[src/rtl/mc_buf_pkg.sv]
// Shared types and helpers for the multichannel buffer read scheduler.
// Index/one-hot helpers work at the maximum channel count; callers size-cast.
package mc_buf_pkg;

    localparam int MAX_CH      = 16;
    localparam int MAX_CH_W    = 4;
    localparam int BURST_CNT_W = 4;

    typedef logic [MAX_CH_W-1:0] ch_idx_t;

    typedef enum logic {
        ARB_IDLE = 1'b0,
        ARB_HOLD = 1'b1
    } arb_state_t;

    function automatic ch_idx_t oh_to_idx(input logic [MAX_CH-1:0] oh);
        ch_idx_t idx;
        idx = '0;
        for (int i = 0; i < MAX_CH; i++) begin
            if (oh[i]) begin
                idx = idx | ch_idx_t'(i);
            end else begin
                idx = idx;
            end
        end
        return idx;
    endfunction

    function automatic logic [MAX_CH-1:0] idx_to_oh(input ch_idx_t idx);
        logic [MAX_CH-1:0] oh;
        oh      = '0;
        oh[idx] = 1'b1;
        return oh;
    endfunction

endpackage

[src/rtl/rr_arbiter.sv]
// Masked round-robin pick: lowest eligible channel at or above rr_ptr_i,
// falling back to the lowest eligible channel overall when none is above.
module rr_arbiter
    import mc_buf_pkg::*;
#(
    parameter int NUM_CH = 4,
    parameter int CH_W   = $clog2(NUM_CH)
) (
    input  logic [NUM_CH-1:0] eligible_i,
    input  logic [CH_W-1:0]   rr_ptr_i,
    output logic [NUM_CH-1:0] gnt_o,
    output logic [CH_W-1:0]   gnt_idx_o
);

    logic [NUM_CH-1:0] mask_s;
    logic [NUM_CH-1:0] masked_s;
    logic [NUM_CH-1:0] pick_src_s;

    // Thermometer mask of channels at or above the pointer, then isolate lowest set bit.
    always_comb begin
        for (int i = 0; i < NUM_CH; i++) begin
            mask_s[i] = (CH_W'(i) >= rr_ptr_i);
        end
        masked_s   = eligible_i & mask_s;
        pick_src_s = (|masked_s) ? masked_s : eligible_i;
        gnt_o      = pick_src_s & (~pick_src_s + NUM_CH'(1));
        gnt_idx_o  = CH_W'(oh_to_idx(MAX_CH'(gnt_o)));
    end

endmodule

[src/rtl/mc_rd_scheduler.sv]
// Shares the latency-1 buffer read port among NUM_CH readers with round-robin
// plus burst hold, and routes each returned word to the channel that issued it.
module mc_rd_scheduler
    import mc_buf_pkg::*;
#(
    parameter int NUM_CH    = 4,
    parameter int WIDTH     = 32,
    parameter int BURST_LEN = 2,
    localparam int CH_W     = $clog2(NUM_CH)
) (
    input  logic              clk,
    input  logic              rst_n,
    input  logic              sched_en,
    input  logic [NUM_CH-1:0] ch_req,
    input  logic [NUM_CH-1:0] ch_empty,
    output logic [NUM_CH-1:0] ch_gnt,
    output logic [NUM_CH-1:0] ch_rd_valid,
    output logic [WIDTH-1:0]  ch_rd_data,
    output logic              mem_rd_en,
    output logic [CH_W-1:0]   mem_rd_ch,
    input  logic              mem_rd_valid,
    input  logic [WIDTH-1:0]  mem_rd_data,
    output logic              err_protocol
);

    arb_state_t             state_q, state_d;
    logic [CH_W-1:0]        rr_ptr_q, rr_ptr_d;
    logic [CH_W-1:0]        cur_ch_q, cur_ch_d;
    logic [BURST_CNT_W-1:0] burst_cnt_q, burst_cnt_d;
    logic [CH_W-1:0]        tag_q, tag_d;
    logic                   tag_vld_q, tag_vld_d;
    logic                   err_q, err_d;

    logic [NUM_CH-1:0]      eligible_s;
    logic [NUM_CH-1:0]      arb_gnt_s;
    logic [CH_W-1:0]        arb_idx_s;
    logic [NUM_CH-1:0]      win_gnt_s;
    logic [CH_W-1:0]        win_idx_s;
    logic                   hold_s;
    logic                   any_gnt_s;
    logic                   gnt_live_s;

    assign eligible_s = {NUM_CH{sched_en}} & ch_req & ~ch_empty;

    rr_arbiter #(
        .NUM_CH (NUM_CH),
        .CH_W   (CH_W)
    ) u_arb (
        .eligible_i (eligible_s),
        .rr_ptr_i   (rr_ptr_q),
        .gnt_o      (arb_gnt_s),
        .gnt_idx_o  (arb_idx_s)
    );

    // Winner selection: an unfinished burst keeps the port, otherwise round-robin decides.
    always_comb begin
        win_gnt_s   = '0;
        win_idx_s   = cur_ch_q;
        rr_ptr_d    = rr_ptr_q;
        cur_ch_d    = cur_ch_q;
        burst_cnt_d = burst_cnt_q;
        hold_s      = (state_q == ARB_HOLD) && eligible_s[cur_ch_q];
        if (hold_s) begin
            win_gnt_s   = NUM_CH'(idx_to_oh(ch_idx_t'(cur_ch_q)));
            burst_cnt_d = burst_cnt_q + BURST_CNT_W'(1);
        end else if (|arb_gnt_s) begin
            win_gnt_s   = arb_gnt_s;
            win_idx_s   = arb_idx_s;
            cur_ch_d    = arb_idx_s;
            burst_cnt_d = BURST_CNT_W'(1);
            rr_ptr_d    = (arb_idx_s == CH_W'(NUM_CH - 1)) ? '0 : arb_idx_s + CH_W'(1);
        end else begin
            win_gnt_s   = '0;
        end
        any_gnt_s = |win_gnt_s;
        if (any_gnt_s && (burst_cnt_d < BURST_CNT_W'(BURST_LEN))) begin
            state_d = ARB_HOLD;
        end else begin
            state_d = ARB_IDLE;
        end
        tag_vld_d = any_gnt_s;
        tag_d     = any_gnt_s ? win_idx_s : tag_q;
        err_d     = err_q | (mem_rd_valid ^ tag_vld_q);
    end

    // Arbitration, return-tag and sticky error state.
    always_ff @(posedge clk or negedge rst_n) begin
        if (!rst_n) begin
            state_q     <= ARB_IDLE;
            rr_ptr_q    <= '0;
            cur_ch_q    <= '0;
            burst_cnt_q <= '0;
            tag_q       <= '0;
            tag_vld_q   <= 1'b0;
            err_q       <= 1'b0;
        end else begin
            state_q     <= state_d;
            rr_ptr_q    <= rr_ptr_d;
            cur_ch_q    <= cur_ch_d;
            burst_cnt_q <= burst_cnt_d;
            tag_q       <= tag_d;
            tag_vld_q   <= tag_vld_d;
            err_q       <= err_d;
        end
    end

    // Grants are combinational, so they are masked while reset is held.
    assign gnt_live_s   = rst_n & any_gnt_s;
    assign ch_gnt       = win_gnt_s & {NUM_CH{rst_n}};
    assign mem_rd_en    = gnt_live_s;
    assign mem_rd_ch    = gnt_live_s ? win_idx_s : tag_q;
    assign ch_rd_valid  = (mem_rd_valid & tag_vld_q) ? NUM_CH'(idx_to_oh(ch_idx_t'(tag_q))) : '0;
    assign ch_rd_data   = mem_rd_data;
    assign err_protocol = err_q;

endmodule
[config.mk]
export PLATFORM = sky130hd
export DESIGN_NAME = mc_rd_scheduler
export DESIGN_NICKNAME = d
export VERILOG_FILES = /design/src/rtl/mc_buf_pkg.sv /design/src/rtl/rr_arbiter.sv /design/src/rtl/mc_rd_scheduler.sv
export SDC_FILE = /design/constraint.sdc
export NUM_CORES = 1
export LEC_CHECK = 0
export ABC_CLOCK_PERIOD_IN_PS = 2500
export CAP_MARGIN = 20
export CORE_MARGIN = 5
export CORE_UTILIZATION = 34
export DETAILED_ROUTE_END_ITERATION = 10
export GPL_TIMING_DRIVEN = 1
export PLACE_DENSITY = 0.8
export REMOVE_ABC_BUFFERS = 1
export SYNTH_ARGS = -nofsm -noshare
export SYNTH_HDL_FRONTEND = slang
export SYNTH_SLANG_ARGS = --single-unit
export TNS_END_PERCENT = 10
[constraint.sdc]
create_clock -name clk -period 2.5 [get_ports clk]
set_input_delay 0.5 -clock clk [delete_from_list [all_inputs] [get_ports clk]]
set_output_delay 0.5 -clock clk [all_outputs]
set_load 0.005 [all_outputs]
After elaboration in Yosys (flattened, before gate mapping)

Cells that the tools add are included.

Register bits after elaboration: 13
Output and inout bits: 44
Word-level logic and storage cells: 61

Equality and inequality tests: 1
Reductions and logical operators: 8
Bitwise gates (word level): 12
Add/subtract/negate cells: 3
Magnitude comparators: 10
Muxes and demuxes: 20

Operators with widths:

| cell                                                               | count |
|---|---|
| two-way mux 4 bit                                                  | 6 |
| bitwise AND 4 bit                                                  | 5 |
| two-way mux 2 bit                                                  | 6 |
| OR reduction 4 bit                                                 | 3 |
| < comparator 2 x 5 -> 1 bit (second input constant)                | 2 |
| adder 4 x 1 -> 4 bit (second input constant)                       | 2 |
| NOT 4 bit                                                          | 2 |
| two-way mux 1 bit                                                  | 5 |
| demux 1 bit (select 2 bit)                                         | 2 |
| greater-or-equal comparator 1 x 2 -> 1 bit (first input constant)  | 2 |
| greater-or-equal comparator 2 x 1 -> 1 bit (second input constant) | 2 |
| greater-or-equal comparator 2 bit (first input constant)           | 2 |
| logical AND 1 bit                                                  | 4 |
| < comparator 4 x 2 -> 1 bit (second input constant)                | 1 |
| < comparator 2 x 3 -> 1 bit (second input constant)                | 1 |
| adder 2 x 1 -> 2 bit (second input constant)                       | 1 |
| bitwise AND 1 bit                                                  | 2 |
| binary-select mux 1 bit (select 2 bit)                             | 1 |
| equality test 2 bit (second input constant)                        | 1 |
| AND reduction 2 bit                                                | 1 |
| NOT 1 bit                                                          | 1 |
| bitwise OR 1 bit                                                   | 1 |
| bitwise XOR 1 bit                                                  | 1 |

Depth between registers and ports, before layout

Gate-level depths: netlist of the first run.

Depth in word-level cells: 14
Gate-level depth with buffers: 7
Gate-level depth less buffers: 6

By module

Synthesis of the first run repeated with hierarchy kept, for this count alone.

Cells, all modules: 162
Area, all modules: 1362.6 um^2

By module, submodules not included:

| module          | instances | area each (um^2) | seq. area each (um^2) | cells an instance |
|---|---|---|---|---|
| mc_rd_scheduler | 1         | 1166.1           | 325.3                 | 131 |
| rr_arbiter      | 1         | 196.4            | 0.0                   | 31 |

Least setup slack after synthesis of the first run

Ideal clock, no wire load.

Path type: input -> output
From: input port sched_en
To: output port mem_rd_ch[1]
Arrival time: 1.657 ns
Stages: 7
Required time: 2.000 ns
Slack: 0.343 ns
Path through: clkbuf_1 nand2_1 a211o_1 o31ai_2 buf_6 a211o_2 a31oi_1

Word-level cells in the longest chain between the ends: 14
Elaborated cells on any way between the ends: 21
Classes of those cells: add/sub (1); mux (10); bitwise (6); reduce/logical (4)

RTL lines:

| element                          | line                   | RTL |
|---|---|---|
| from (decl)                      | mc_rd_scheduler.sv:13  | `input logic sched_en,` |
| bitwise AND 4 bit * (2 in a row) | mc_rd_scheduler.sv:43  | `assign eligible_s = {NUM_CH{sched_en}} & ch_req & ~ch_empty;` |
| bitwise AND 4 bit                | rr_arbiter.sv:24       | `masked_s = eligible_i & mask_s;` |
| OR reduction 4 bit               | rr_arbiter.sv:25       | `pick_src_s = (\|masked_s) ? masked_s : eligible_i;` |
| two-way mux 4 bit                | rr_arbiter.sv:25       |  |
| NOT 4 bit                        | rr_arbiter.sv:26       | `gnt_o = pick_src_s & (~pick_src_s + NUM_CH'(1));` |
| adder 4 x 1 -> 4 bit             | rr_arbiter.sv:26       |  |
| bitwise AND 4 bit                | rr_arbiter.sv:26       |  |
| OR reduction 4 bit               | mc_rd_scheduler.sv:66  | `end else if (\|arb_gnt_s) begin` |
| two-way mux 4 bit                | mc_rd_scheduler.sv:66  |  |
| two-way mux 4 bit                | mc_rd_scheduler.sv:63  | `if (hold_s) begin` |
| OR reduction 4 bit               | mc_rd_scheduler.sv:75  | `any_gnt_s = \|win_gnt_s;` |
| bitwise AND 1 bit                | mc_rd_scheduler.sv:108 | `assign gnt_live_s = rst_n & any_gnt_s;` |
| two-way mux 2 bit *              | mc_rd_scheduler.sv:111 | `assign mem_rd_ch = gnt_live_s ? win_idx_s : tag_q;` |
| to (decl)                        | mc_rd_scheduler.sv:20  | `output logic [CH_W-1:0] mem_rd_ch,` |

Every way passes the cells marked *; elsewhere a longest branch is shown, timed or not. The select of a mux whose other input is x is not followed.

Worst setup path after layout of the first run

From: register cur_ch_q[1]
To: output port mem_rd_ch[1]

Word-level cells in the longest chain between the ends: 8
Elaborated cells on any way between the ends: 14
Classes of those cells: order compare (2); mux (8); bitwise (1); reduce/logical (3)

RTL lines:

| element                                                                                                         | line                   | RTL |
|---|---|---|
| from (decl)                                                                                                     | mc_rd_scheduler.sv:28  | `logic [CH_W-1:0] cur_ch_q, cur_ch_d;` |
| from (signal assigned)                                                                                          | mc_rd_scheduler.sv:99  | `cur_ch_q <= cur_ch_d;` |
| < comparator 2 x 5 -> 1 bit (implied by the code) or greater-or-equal comparator 2 x 1 -> 1 bit (tied branches) | mc_buf_pkg.sv:32       | `oh[idx] = 1'b1;` |
| logical AND 1 bit (implied by the code)                                                                         | mc_buf_pkg.sv:32       |  |
| two-way mux 1 bit (implied by the code)                                                                         | mc_buf_pkg.sv:32       |  |
| demux 1 bit (select 2 bit)                                                                                      | mc_buf_pkg.sv:32       |  |
| two-way mux 4 bit                                                                                               | mc_rd_scheduler.sv:63  |  |
| OR reduction 4 bit                                                                                              | mc_rd_scheduler.sv:75  |  |
| bitwise AND 1 bit                                                                                               | mc_rd_scheduler.sv:108 |  |
| two-way mux 2 bit *                                                                                             | mc_rd_scheduler.sv:111 |  |

Marked as above.

==> reports/metrics.csv, run 1 <==
stage;metric;value;unit
outcome;outcome;complete, no violations;
power_and_ir_drop;PwrDens;467;nW/um^2
worst_setup_path;slowest cell on the critical path;dfrtp_1;
logic_synthesis;average cell area after synthesis;8.09;sq um
logic_synthesis;unique cell type count in the Yosys netlist;40;
power_and_ir_drop;Tot Pwr;0.747;mW
clock_tree;clock root cell;clkbuf_4;
clock_tree;CTS tree;yes;
global_routing;first-pass GRT wire length;6.64;mm
clock_tree;Sink Count;13;
logic_synthesis;register area share after synthesis;27.2;%
logic_synthesis;register bit count reported by yosys;13;
worst_setup_path;CP Cell Sequence;or3b_1, a211o_1, buf_6, o31ai_4, nand2_2, a31oi_4, buf_2;
layout;commonest non-fill, non-tap cells in the layout;34 x buf_4, 13 x dfrtp_1, 10 x o21ai_0, 9 x nand2_1;
floorplan;Die X;69.3;um
floorplan;# IOs;88;
clock_tree;cts bufs inserted;3;
clock_tree;htree depth;1;
global_routing;GRT met3 Usage;12.9;%
worst_setup_path;critical path peak fanout;3;
layout;nets@finish;222;
worst_setup_path;Critical Path Max Stage Delay;0.41;ns
worst_setup_path;WS Path Type;reg2out;
logic_synthesis;Cell Area, Synth;1200;sq um
layout;fill count;345;
layout;share of layout cells above drive strength 1;36.6;%
sta;Fin Clk Skew;0.00333;ns
global_routing;pin count of the biggest net entering global routing;11;
floorplan;Starting Density;35.6;%
worst_setup_path;Critical Path RT;2.00;ns
worst_setup_path;Buffers & Inverters on Critical Path;2;
global_routing;Overflow after GRT;0;
layout;commonest non-fill, non-tap cell in the layout;buf_4;
sta;Worst-Margin Slew;0.475;ns
drt;vias per cell;5.41;
flow_run;Max-cap violations;0;
layout;P&R area growth vs syn;33.4;%
global_routing;antenna violations before repair;0;
clock_tree;clock buffer depth;2;
worst_setup_path;CP delay by family, top;compound AO/OA/AOI/OAI gates;
sta;Final min period;2.49;ns
drt;Post-DRT Antenna Nets;0;
layout;register area;325;sq um
global_routing;vias in the first global route;1224;
worst_setup_path;crit start category;register;
sta;fmax;401;MHz
drt;drt pass-1 iters;4;
clock_tree;clk slew on worst S/H paths;0.08;ns
place;DPL Wire Length;3.12;mm
sta;final period utilization;99.7;%
layout;# diodes;0;
clock_tree;Clock Latency Late Sink;0.27;ns
floorplan;total core area;3360;sq um
global_routing;GR peak layer;met2;
worst_setup_path;CP Capture Type;primary output;
clock_tree;Post-CTS Hold Fix Bufs;0;
sta;RSZ-0062 raised after global routing;yes;
min_path;Hold WC Path Type;reg2reg;
logic_synthesis;Ys Warns;0;
floorplan;die height;69.3;um
sta;Rel. slew slack;68.3;%
drt;vias;1195;
power_and_ir_drop;VDD IR-drop max;0.247;mV
sta;Setup TNS Final;0;ns
drt;Post-route DRC;0;
global_routing;met2 Resource Use GR;25.3;%
global_routing;met1 usage;22.2;%
place;gpl congestion;0.856;
drt;DRT iter0 DRCs;56;
floorplan;# rows;21;
logic_synthesis;Cells after Synth;148;
global_routing;GRT Resource Usage Total;17.6;%
sta;final setup fails;0;
sta;max-slew violation count;0;
layout;multi-input logic area;704;sq um
worst_setup_path;Worst EP arrival;1.99;ns
drt;Routed wire per std cell;19.5;um
sta;Hold Vio Cnt, Final;0;
floorplan;die area;4810;sq um
place;port bufs;23;
power_and_ir_drop;leak pwr;0.737;nW
drt;WL final;4.30;mm
## final timing paths
kind,from,end,slack [ns],cells past startpoint
max in group asynchronous,rst_n,burst_cnt_q[2],1.59,3
worst min-delay path,err_protocol,err_protocol,0.49,1
worst max register to register,cur_ch_q[1],tag_q[1],0.06,13
worst max-delay path,cur_ch_q[1],mem_rd_ch[1],0.008,7
min in group asynchronous,rst_n,tag_q[1],0.59,2
worst min register to register,err_protocol,err_protocol,0.49,1
## routing by layer
metal | wire length [um] | vias up
met1 | 1810 | 575
met3 | 584 | 6
met2 | 1860 | 63
met4 | 40 | 0
li1 | - | 551
met5 | 0 | -
## flip-flops by register name (all words and copies together), names as in the netlist
| register | flops |
|---|---|
| burst_cnt_q | 4 |
| cur_ch_q | 2 |
| err_protocol | 1 |
| rr_ptr_q | 2 |
| state_q | 1 |
| tag_q | 2 |
| tag_vld_q | 1 |
## stage by stage
stage | hold slack, ns | cell area, sq um | setup slack (ns) | util [%] | std cells
global route | 0.537 | 1600 | -0.0883 | 47.5 | 221
CTS | 0.490 | 1560 | -0.00151 | 46.2 | 220
floorplan | 0.204 | 927 | 0.319 | - | 112
detailed placement | 0.470 | 1400 | -0.585 | 41.5 | 205
finish | 0.488 | 1600 | 0.00835 | 47.5 | 221
global placement | 0.463 | 1400 | -0.594 | 41.5 | 205
## synth_stat cells
| cell | n | area share [%] |
|---|---|---|
| buf_4 | 32 | 20 |
| dfrtp_1 | 13 | 27 |
| o21ai_0 | 11 | 4.6 |
| nand2_1 | 10 | 3.1 |
| nor2_1 | 9 | 2.8 |
| a21oi_1 | 8 | 3.3 |
| nand3_1 | 6 | 2.5 |
| nor2b_1 | 6 | 3.1 |
| nor3_1 | 5 | 2.1 |
| a31oi_1 | 4 | 2.1 |
| nand2b_1 | 4 | 2.1 |
| inv_1 | 3 | 0.94 |
| a211o_1 | 2 | 1.5 |
| a32oi_1 | 2 | 1.5 |
| buf_6 | 2 | 1.9 |
| clkbuf_1 | 2 | 0.63 |
| ha_1 | 2 | 2.1 |
| mux2i_1 | 2 | 1.7 |
| nand4_1 | 2 | 1.0 |
| nor3b_1 | 2 | 1.3 |
| o21a_1 | 2 | 1.3 |
| a211o_2 | 1 | 0.84 |
| a211oi_1 | 1 | 0.63 |
| a22o_1 | 1 | 0.73 |
| a2bb2oi_1 | 1 | 0.73 |
| and3_1 | 1 | 0.52 |
| and3_2 | 1 | 0.63 |
| and3b_1 | 1 | 0.73 |
| nand2_2 | 1 | 0.52 |
| nand3b_1 | 1 | 0.63 |
| nor4_1 | 1 | 0.52 |
| o2111a_1 | 1 | 0.94 |
| o211a_1 | 1 | 0.84 |
| o21ai_1 | 1 | 0.42 |
| o221ai_1 | 1 | 0.73 |
| o31a_2 | 1 | 0.84 |
| o31ai_2 | 1 | 1.0 |
| or2_2 | 1 | 0.52 |
| or3b_1 | 1 | 0.73 |
| xor2_1 | 1 | 0.73 |
## cell families (layout without fill, tap and decap cells)
family | Yosys count | count (layout) | synth area share [%]
muxes | 2 | 2 | 1.67
DFF | 13 | 13 | 27.2
xor gates and xnor gates | 1 | 1 | 0.732
buffers and inverters | 39 | 66 | 23.5
and+or+nand+nor | 52 | 52 | 22.9
adders and majority gates | 2 | 2 | 2.09
AOI/OAI and AO/OA | 39 | 39 | 21.9
## area by class of cell
| type | instances | share of cell area [%] |
|---|---|---|
| Timing Repair Buffer | 59 | 29.6 |
| Tap cell | 46 | 3.60 |
| Inverter | 3 | 0.705 |
| Clock buffer | 4 | 1.64 |
| Sequential cell | 13 | 20.4 |
| Multi-Input combinational cell | 96 | 44.1 |
## timing repair
item	4_1_cts	5_1_grt
resized for setup	45	10
buffers inserted	11	1
setup endpoints to repair	7	7
endpoints found under the hold margin	0	0
gates cloned	0	0
pin swaps	10	8
## power breakdown
part	internal (mW)	switching (mW)
registers	0.247	0.0470
clock network	0.0618	0.0637
logic	0.165	0.162
total	0.474	0.273
No activity file was read; power rests on OpenSTA's default activity.
==> inputs of run 2 (changes only) <==
--- a/config.mk
+++ b/config.mk
@@ -8,12 +8,13 @@
 export ABC_CLOCK_PERIOD_IN_PS = 2500
 export CAP_MARGIN = 20
 export CORE_MARGIN = 5
-export CORE_UTILIZATION = 34
+export CORE_UTILIZATION = 37
 export DETAILED_ROUTE_END_ITERATION = 10
 export GPL_TIMING_DRIVEN = 1
-export PLACE_DENSITY = 0.8
+export PLACE_DENSITY = 0.82
 export REMOVE_ABC_BUFFERS = 1
 export SYNTH_ARGS = -nofsm -noshare
 export SYNTH_HDL_FRONTEND = slang
+export SYNTH_HIERARCHICAL = 1
 export SYNTH_SLANG_ARGS = --single-unit
 export TNS_END_PERCENT = 10
==> reports/metrics.csv, run 2 <==
stage;metric;value;unit;change
outcome;outcome;finished with violations;;
outcome;failing checks;setup timing;;
logic_synthesis;Post-synth ARST share;100;%;unchanged
global_routing;pin count of the biggest net entering global routing;13;;+2
sta;Final min period;2.89;ns;+0.401 ns
flow_run;Max-cap violations;0;;unchanged
power_and_ir_drop;sequential share of power;29.5;%;-9.9 points
layout;commonest non-fill, non-tap cells in the layout;39 x buf_4, 13 x dfrtp_1, 9 x nand2_1;;
power_and_ir_drop;leak pwr;0.805;nW;+9.2%
place;gpl congestion;0.855;;-0.13%
clock_tree;clk slew on worst S/H paths;0.05;ns;-0.03 ns
place;port bufs;23;;unchanged
power_and_ir_drop;VDD IR-drop max;0.380;mV;+54%
floorplan;die height;70.7;um;+1.9%
sta;final period utilization;116;%;+16 points
sta;fmax;346;MHz;-14%
logic_synthesis;Ys Warns;6;;+6
layout;multi-input logic area;841;sq um;+19%
sta;Hold Vio Cnt, Final;0;;unchanged
power_and_ir_drop;sw frac;41.0;%;+4.5 points
logic_synthesis;top cells by count, synth;34 x buf_4, 13 x dfrtp_1, 10 x a21oi_1, 10 x nand2_1, 10 x o21ai_0;;
power_and_ir_drop;Comb power frac;56.1;%;+12 points
global_routing;met1 usage;21.5;%;-0.75 points
logic_synthesis;Synth area leaders;dfrtp_1 24%, buf_4 19%, mux2_2 4.1%, a21oi_1 3.7%, o21ai_0 3.7%;;
layout;nets@finish;242;;+9.0%
global_routing;Overflow after GRT;0;;unchanged
floorplan;total core area;3610;sq um;+7.2%
logic_synthesis;largest area contributor in the netlist;dfrtp_1;;
sta;final worst setup slack;-0.392;ns;-0.401 ns
drt;drt pass-1 iters;4;;unchanged
global_routing;GRT Resource Usage Total;18.3;%;+0.65 points
logic_synthesis;area share of the largest cell type after synthesis;23.9;%;-3.3 points
global_routing;met2 Resource Use GR;24.7;%;-0.60 points
global_routing;GRT met3 Usage;15.1;%;+2.2 points
layout;Biggest register;burst_cnt_q;;
logic_synthesis;Cell Area, Synth;1360;sq um;+14%
global_routing;first-pass GRT wire length;7.18;mm;+8.1%
layout;max FFs per register;4;;unchanged
power_and_ir_drop;PwrDens;711;nW/um^2;+52%
layout;commonest non-fill, non-tap cell in the layout;buf_4;;
layout;register area;325;sq um;unchanged
logic_synthesis;register bit count reported by yosys;13;;unchanged
layout;Finished Layout Cells;242;;+9.5%
global_routing;vias in the first global route;1342;;+9.6%
logic_synthesis;Cells after Synth;162;;+9.5%
clock_tree;clock buffer depth;2;;unchanged
layout;# diodes;0;;unchanged
drt;vias;1357;;+14%
layout;Finished Core Util;51.7;%;+4.2 points
drt;Post-DRT Antenna Nets;0;;unchanged
drt;Post-route DRC;0;;unchanged
drt;vias per cell;5.61;;+3.7%
sta;max-slew violation count;0;;unchanged
place;DPL Wire Length;3.44;mm;+10%
worst_setup_path;Worst EP arrival;2.39;ns;+0.40 ns
sta;hold_ws;0.478;ns;-0.00952 ns
logic_synthesis;Synth Flop Type;dfrtp_1;;
power_and_ir_drop;NetSw;0.544;mW;+99%
logic_synthesis;average cell area after synthesis;8.41;sq um;+4.0%
clock_tree;cts bufs inserted;3;;unchanged
logic_synthesis;register area share after synthesis;23.9;%;-3.3 points
floorplan;Starting Density;37.8;%;+2.2 points
logic_synthesis;unique cell type count in the Yosys netlist;47;;+18%
global_routing;antenna violations before repair;0;;unchanged
clock_tree;CTS tree;yes;;
drt;WL final;4.71;mm;+9.4%
floorplan;die area;5000;sq um;+3.9%
floorplan;Die X;70.7;um;+1.9%
layout;fill count;327;;-5.2%
min_path;Hold WC Path Type;reg2reg;;
logic_synthesis;number of synthesized flops with an enable pin;0;;unchanged
sta;Worst-Margin Slew;0.367;ns;-0.108 ns
worst_setup_path;CP Capture Type;primary output;;
worst_setup_path;critical path peak fanout;7;;+4
worst_setup_path;crit start category;input port;;
clock_tree;clock root cell;clkbuf_8;;
logic_synthesis;most frequent cell after synthesis;buf_4;;
worst_setup_path;WS Path Type;in2out;;
clock_tree;htree depth;1;;unchanged
global_routing;GR peak layer;met2;;
sta;Fin Clk Skew;0.000616;ns;-0.00272 ns
power_and_ir_drop;Internal;0.783;mW;+65%
layout;share of layout cells above drive strength 1;47.4;%;+11 points
drt;DRT iter0 DRCs;81;;+45%
drt;Routed wire per std cell;19.4;um;-0.12%
clock_tree;Sink Count;13;;unchanged
sta;Rel. slew slack;75.5;%;+7.2 points
worst_setup_path;Critical Path RT;2.00;ns;about the same
power_and_ir_drop;Clk pwr share;14.5;%;-2.3 points
place;pre-CTS WS;-1.23;ns;-0.650 ns
floorplan;# rows;22;;+4.8%
sta;final setup fails;5;;+5
clock_tree;Clock Latency Late Sink;0.25;ns;-0.02 ns
layout;P&R area growth vs syn;36.8;%;
floorplan;# IOs;88;;unchanged
sta;RSZ-0062 raised after global routing;yes;;
place;placed instance count;229;;+12%
run 2: cell types whose count changed after synthesis, moves of 3 or more:
cell,change
inv_1,+3
mux2_2,+5
o211ai_1,+3
o221a_2,+3
run 2: per-layer routing:
layer / up-vias / routed length, um
met4: 0 / 63
met1: 663 / 1860
li1: 615 / -
met2: 72 / 2030
met3: 7 / 758
met5: - / 0
run 2: what timing repair did:
item,in CTS,in global routing
buffers inserted,7,2
endpoints found under the setup margin,17,7
gates resized for setup,57,23
hold buffers,0,0
gates cloned,0,0
pin swaps,17,14
run 2: through the flow:
step                cell area, sq um  power (mW)  TNS [ns]
floorplan                       1060       0.699    -0.959
global placement                1640        1.02    -10.19
detailed placement              1640        1.04    -10.83
CTS                             1800        1.28     -1.34
global route                    1860        1.42     -1.45
finish                          1860        1.33    -0.888
run 2: power groups by stage:
| stage | Combinational, mW | Clock (mW) | Sequential (mW) |
|---|---|---|---|
| final | 0.744 | 0.192 | 0.391 |
| after global routing | 0.803 | 0.211 | 0.402 |
| after CTS | 0.709 | 0.195 | 0.379 |
| after detailed placement | 0.666 | 0 | 0.376 |
| after global placement | 0.647 | 0 | 0.369 |
| after floorplan | 0.336 | 0 | 0.363 |
run 2: final cells by class:
class / instances / area share, %
repair buffers: 68 / 30.6
multi-input cells: 103 / 45.1
flip-flops and latches: 13 / 17.4
well taps: 48 / 3.22
inverters: 6 / 1.21
clock buffers: 4 / 2.42
run 2: worst max-delay path, cell delays in order:
cell	delay, ns
buf_6	0.09
and3b_4	0.36
buf_6	0.13
a21oi_4	0.03
o221a_4	0.23
or4_4	0.55
nand3_2	0.10
a22oi_2	0.05
a211o_1	0.22
buf_2	0.13
run 2: final timing paths:
check | from | to | slack, ns | cells after the start
max in group asynchronous | rst_n | cur_ch_q[0] | 1.68 | 3
worst max register to register | rr_ptr_q[1] | rr_ptr_q[0] | 0.14 | 7
worst max-delay path | ch_empty[2] | mem_rd_ch[1] | -0.39 | 10
worst min-delay path | err_protocol | err_protocol | 0.48 | 1
min in group asynchronous | rst_n | tag_q[1] | 0.57 | 2
worst min register to register | err_protocol | err_protocol | 0.48 | 1
run 2: kinds of logic (layout without fill, tap and decap cells):
family,Yosys count,after routing,synth area share (%)
simple gates,47,47,19.6
buf+inv,46,78,23.5
compound gates,45,45,24.2
flops,13,13,23.9
mux,6,6,4.87
fa+ha+maj,3,3,2.76
xor+xnor,2,2,1.29
==> inputs of run 3 (changes only) <==
--- a/config.mk
+++ b/config.mk
@@ -5,7 +5,6 @@
 export SDC_FILE = /design/constraint.sdc
 export NUM_CORES = 1
 export LEC_CHECK = 0
-export ABC_CLOCK_PERIOD_IN_PS = 2500
 export CAP_MARGIN = 20
 export CORE_MARGIN = 5
 export CORE_UTILIZATION = 37
==> results of run 3 <==
The final DEF is identical to that of run 2; final timing and power are the same.
==> edit 1 (flow settings as in run 1) <==
Make the reset (`rst_n`) synchronous in one clocked block.
--- a/src/rtl/mc_rd_scheduler.sv
+++ b/src/rtl/mc_rd_scheduler.sv
@@ -85,5 +85,5 @@
 
     // Arbitration, return-tag and sticky error state.
-    always_ff @(posedge clk or negedge rst_n) begin
+    always_ff @(posedge clk) begin
         if (!rst_n) begin
             state_q     <= ARB_IDLE;
Formal check against the unedited RTL: differs if rst_n is asserted again (counterexample within 4 cycles, from zero or initial values and one cycle with rst_n low); with rst_n held inactive, the same outputs for 10 cycles.
==> edit 1 against run 1 <==
  * The flow now finishes with violations (setup timing)
  * Clock skew decreased by 0.0021 ns
  * Sequential share of layout area decreased by 4.9 points
  * Highest routed layer is now met5
  * Synthesized area increased by 3.2%
  * Count of clock-buffer cells in the layout unchanged
  * Sequential power decreased by 20%
  * Critical path depth increased by 1
  * Largest cell class unchanged
  * Cell area increased by 6.5%
  * Sequential cell count unchanged
  * Largest power group is now sequential cells
  * Register-to-register slack improved by 0.03 ns
  * Critical endpoint is now ch_gnt[1]
  * Power decreased by 19%
  * Synthesized cell count increased by 8.1%
  * Setup slack got worse by 0.082 ns
  * Wire length increased by 17%
==> edit 1: results (changes against run 1) <==
gpl congestion=0.934 (was 0.856); GR Util met2=26.7% (was 25.3%); Compound-Gate Fraction of Synth Area=23.4% (was 21.9%); failing checks=setup timing; grt met1 use=22.4% (was 22.2%); Worst Setup SP=ch_empty[0] (was cur_ch_q[1]); wire length on met3=790 microns (was 584 microns); FILL cells=339 (was 345); global-route wire length before repair=7480 microns (was 6640 microns); CP top delay family=compound AO/OA/AOI/OAI gates (unchanged); Synth Area in Adders=2.02% (was 2.09%); number of global-route vias before repair=1313 (was 1224); Pleak=0.803 nW (was 0.737 nW); worst clock skew=0.00125 ns (was 0.00333 ns); Clk. pwr=132 uW (was 125 uW); DRT met1 WL=1890 microns (was 1810 microns); Final Util=47.6% (was 47.5%); R2R Path End=cur_ch_q[0] (was tag_q[1]); number of flip-flops in the largest register=4 (unchanged); postcts setup bufs=13 (was 11); Cells after DPL=225 (was 205); DRT iter0 DRCs=76 (was 56); Slew Limit Fails=0 (unchanged); Max rail drop VDD=0.171 mV (was 0.247 mV); critical path peak fanout=6 (was 3); Worst slew margin=78.9% (was 68.3%); Vias=1373 (was 1195); met3 Track Usage GR=14.7% (was 12.9%); Tightest Hold Check Type=reg -> reg (unchanged); Slowest cell on crit path=or3b_1 (was dfrtp_1); most flop-heavy register=burst_cnt_q (unchanged); Reg clk slew, reported paths=0.08 ns (about the same); Netlist cell types=47 (was 40); synth top area cells=dfxtp_1 21%, buf_4 20%, nor2_1 4.3% (was dfrtp_1 27%, buf_4 20%, o21ai_0 4.6%); Place WS=-0.702 ns (was -0.585 ns); pin count of the biggest net entering global routing=12 (was 11); # resized after CTS=52 (was 45); Synth Flop Type=dfxtp_1 (was dfrtp_1); worst r2r src=rr_ptr_q[0] (was cur_ch_q[1]); ys async rst share=0% (was 100%); gr usage total=19.4% (was 17.6%); final worst slack=-0.0734 ns (was 0.00835 ns); Seq power=236 uW (was 294 uW); hpwl dp=3360 microns (was 3120 microns); Commonest cells post-synth=33 x buf_4, 14 x nor2_1, 13 x dfxtp_1 (was 32 x buf_4, 13 x dfrtp_1, 11 x o21ai_0); cell count after synthesis=160 (was 148); R2R Setup Slk=0.09 ns (was 0.06 ns); DRT Wirelength=5040 microns (was 4300 microns); vias per std cell=5.54 (was 5.41); Seq/Total Area, Yosys=21.1% (was 27.2%); crit path DAT=2.07 ns (was 1.99 ns); DR WL met2=2190 microns (was 1860 microns); mux cell area share after synthesis=2.43% (was 1.67%); Setup crit end=ch_gnt[1] (was mem_rd_ch[1]); nets@finish=247 (was 222); Final Setup Violations=3 (was 0); sw frac=31.9% (was 36.5%); P_comb=236 uW (was 327 uW); status=finished with violations (was completed)
## edit 1: worst min path at each step
| stage | startpoint | to | slack (ns) | depth (start not counted) |
|---|---|---|---|---|
| global route | burst_cnt_q[3] | burst_cnt_q[3] | 0.50 | 2 |
| CTS | burst_cnt_q[3] | burst_cnt_q[3] | 0.48 | 2 |
| global placement | err_protocol | err_protocol | 0.45 | 2 |
| detailed placement | err_protocol | err_protocol | 0.46 | 2 |
| floorplan | burst_cnt_q[3] | burst_cnt_q[3] | 0.45 | 2 |
| finish | burst_cnt_q[3] | burst_cnt_q[3] | 0.47 | 2 |
## edit 1: layout make-up
| type | count | area share (%) |
|---|---|---|
| clock buffers | 4 | 1.54 |
| repair buffers | 74 | 34.4 |
| well taps | 48 | 3.53 |
| flip-flops and latches | 13 | 15.4 |
| multi-input cells | 102 | 43.5 |
| inverters | 7 | 1.54 |
==> edit 2 (settings of run 1) <==
Without the edit above. The package constant `MAX_CH` goes from 16 to 32.
--- a/src/rtl/mc_buf_pkg.sv
+++ b/src/rtl/mc_buf_pkg.sv
@@ -3,5 +3,5 @@
 package mc_buf_pkg;
 
-    localparam int MAX_CH      = 16;
+    localparam int MAX_CH      = 32;
     localparam int MAX_CH_W    = 4;
     localparam int BURST_CNT_W = 4;
Formal check against the unedited RTL: equivalent (Yosys induction, for registers that start in step).
==> edit 2 against run 1 <==
  * The run now ends with setup timing left
  * Sequential cell count unchanged
  * Combinational power decreased by 1%
  * Wire length decreased by 0.44%
  * Setup slack got worse by 0.026 ns
  * Synthesized area increased by 2.3%
  * Count of clock-buffer cells in the layout unchanged
  * Cell area decreased by 1.1%
  * Power increased by 3.6%
  * Critical endpoint is now ch_gnt[1]
  * Largest cell class unchanged
  * Highest routed layer unchanged
==> edit 2: results (changes against run 1) <==
status=finished with violations (was completed); failing checks=setup timing; Signal buffers=58 (was 59); placed cell areas=0.00141 sq mm (was 0.00140 sq mm); vias per std cell=5.59 (was 5.41); final worst slack=-0.0179 ns (was 0.00835 ns); wire length on met3=796 microns (was 584 microns); Post-Route Setup TNS=-0.0233 ns (was 0 ns); Pleak=0.742 nW (was 0.737 nW); Routed WL per cell=19.4 microns (was 19.5 microns); DRT Wirelength=4280 microns (was 4300 microns); Non-clock buffer share=29.7% (was 29.6%); Clock-cell share=1.66% (was 1.64%); DRT iter0 DRCs=72 (was 56); hpwl dp=3150 microns (was 3120 microns); sequential share of cell area=20.7% (was 20.4%); Post-Synthesis Cell Area=0.00122 sq mm (was 0.00120 sq mm); Final Setup Violations=2 (was 0); Seq/Total Area, Yosys=26.6% (was 27.2%); met3 Track Usage GR=16.9% (was 12.9%); fin area=0.00158 sq mm (was 0.00160 sq mm); synth top area cells=dfrtp_1 27%, buf_4 20%, nand2_1 4.6% (was dfrtp_1 27%, buf_4 20%, o21ai_0 4.6%); Reg2Reg Depth=9 (was 13); DRT met1 WL=1790 microns (was 1810 microns); share of cells above drive strength 1=37.7% (was 36.6%); FILL cells=326 (was 345); Tightest Hold Check Type=in -> async (was reg -> reg); crit path DAT=2.02 ns (was 1.99 ns); GR Util met2=20.6% (was 25.3%); Worst slew margin=76.9% (was 68.3%); cell count after synthesis=152 (was 148); most flop-heavy register=burst_cnt_q (unchanged); multi-input logic area=686 sq um (was 704 sq um); worst clock skew=0.00804 ns (was 0.00333 ns); grt met1 use=20.9% (was 22.2%); R2R Path End=rr_ptr_q[0] (was tag_q[1]); count of non-CTS inverters in the layout=4 (was 3); Max rail drop VDD=0.152 mV (was 0.247 mV); gr usage total=16.6% (was 17.6%); Worst Setup SP=cur_ch_q[0] (was cur_ch_q[1]); R2R Setup Slk=0.55 ns (was 0.06 ns); Netlist cell types=44 (was 40); Setup crit end=ch_gnt[1] (was mem_rd_ch[1]); Commonest cells post-synth=33 x buf_4, 15 x nand2_1, 13 x dfrtp_1 (was 32 x buf_4, 13 x dfrtp_1, 11 x o21ai_0); global-route wire length before repair=6270 microns (was 6640 microns); gpl congestion=0.923 (was 0.856); Place WS=-0.682 ns (was -0.585 ns); DR WL met2=1700 microns (was 1860 microns); critical path peak fanout=5 (was 3); sequential cell count=13 (unchanged); WHS=0.353 ns (was 0.488 ns); pin count of the biggest net entering global routing=16 (was 11)
## edit 2: repair_timing
action                                  4_1_cts  5_1_grt
resized for setup                            54        8
hold buffers                                  0        0
pin swaps                                     9        9
gates cloned                                  0        0
buffers inserted                              9        3
endpoints found under the setup margin        7        5
## edit 2: worst max-delay path, stage by stage, from the launching register on
cell and delay [ns]:
dfrtp_2 0.46, inv_2 0.08, mux2_4 0.31, o31a_4 0.28, or3_4 0.33, a21boi_2 0.15
buf_2 0.13
## edit 2: cells by family after synthesis
logic type | synth area share [%]
AOI/OAI and AO/OA | 23.4
xor gates and xnor gates | 0.715
adders and majority gates | 2.04
buffers and inverters | 24.1
DFF | 26.6
muxes | 1.23
and+or+nand+nor | 22.0
## edit 2: report_power, final
part	total [mW]	switching (mW)	internal [mW]
Combinational	0.323	0.147	0.176
Sequential	0.322	0.0706	0.252
Clock	0.128	0.0662	0.0617
Total	0.773	0.284	0.489
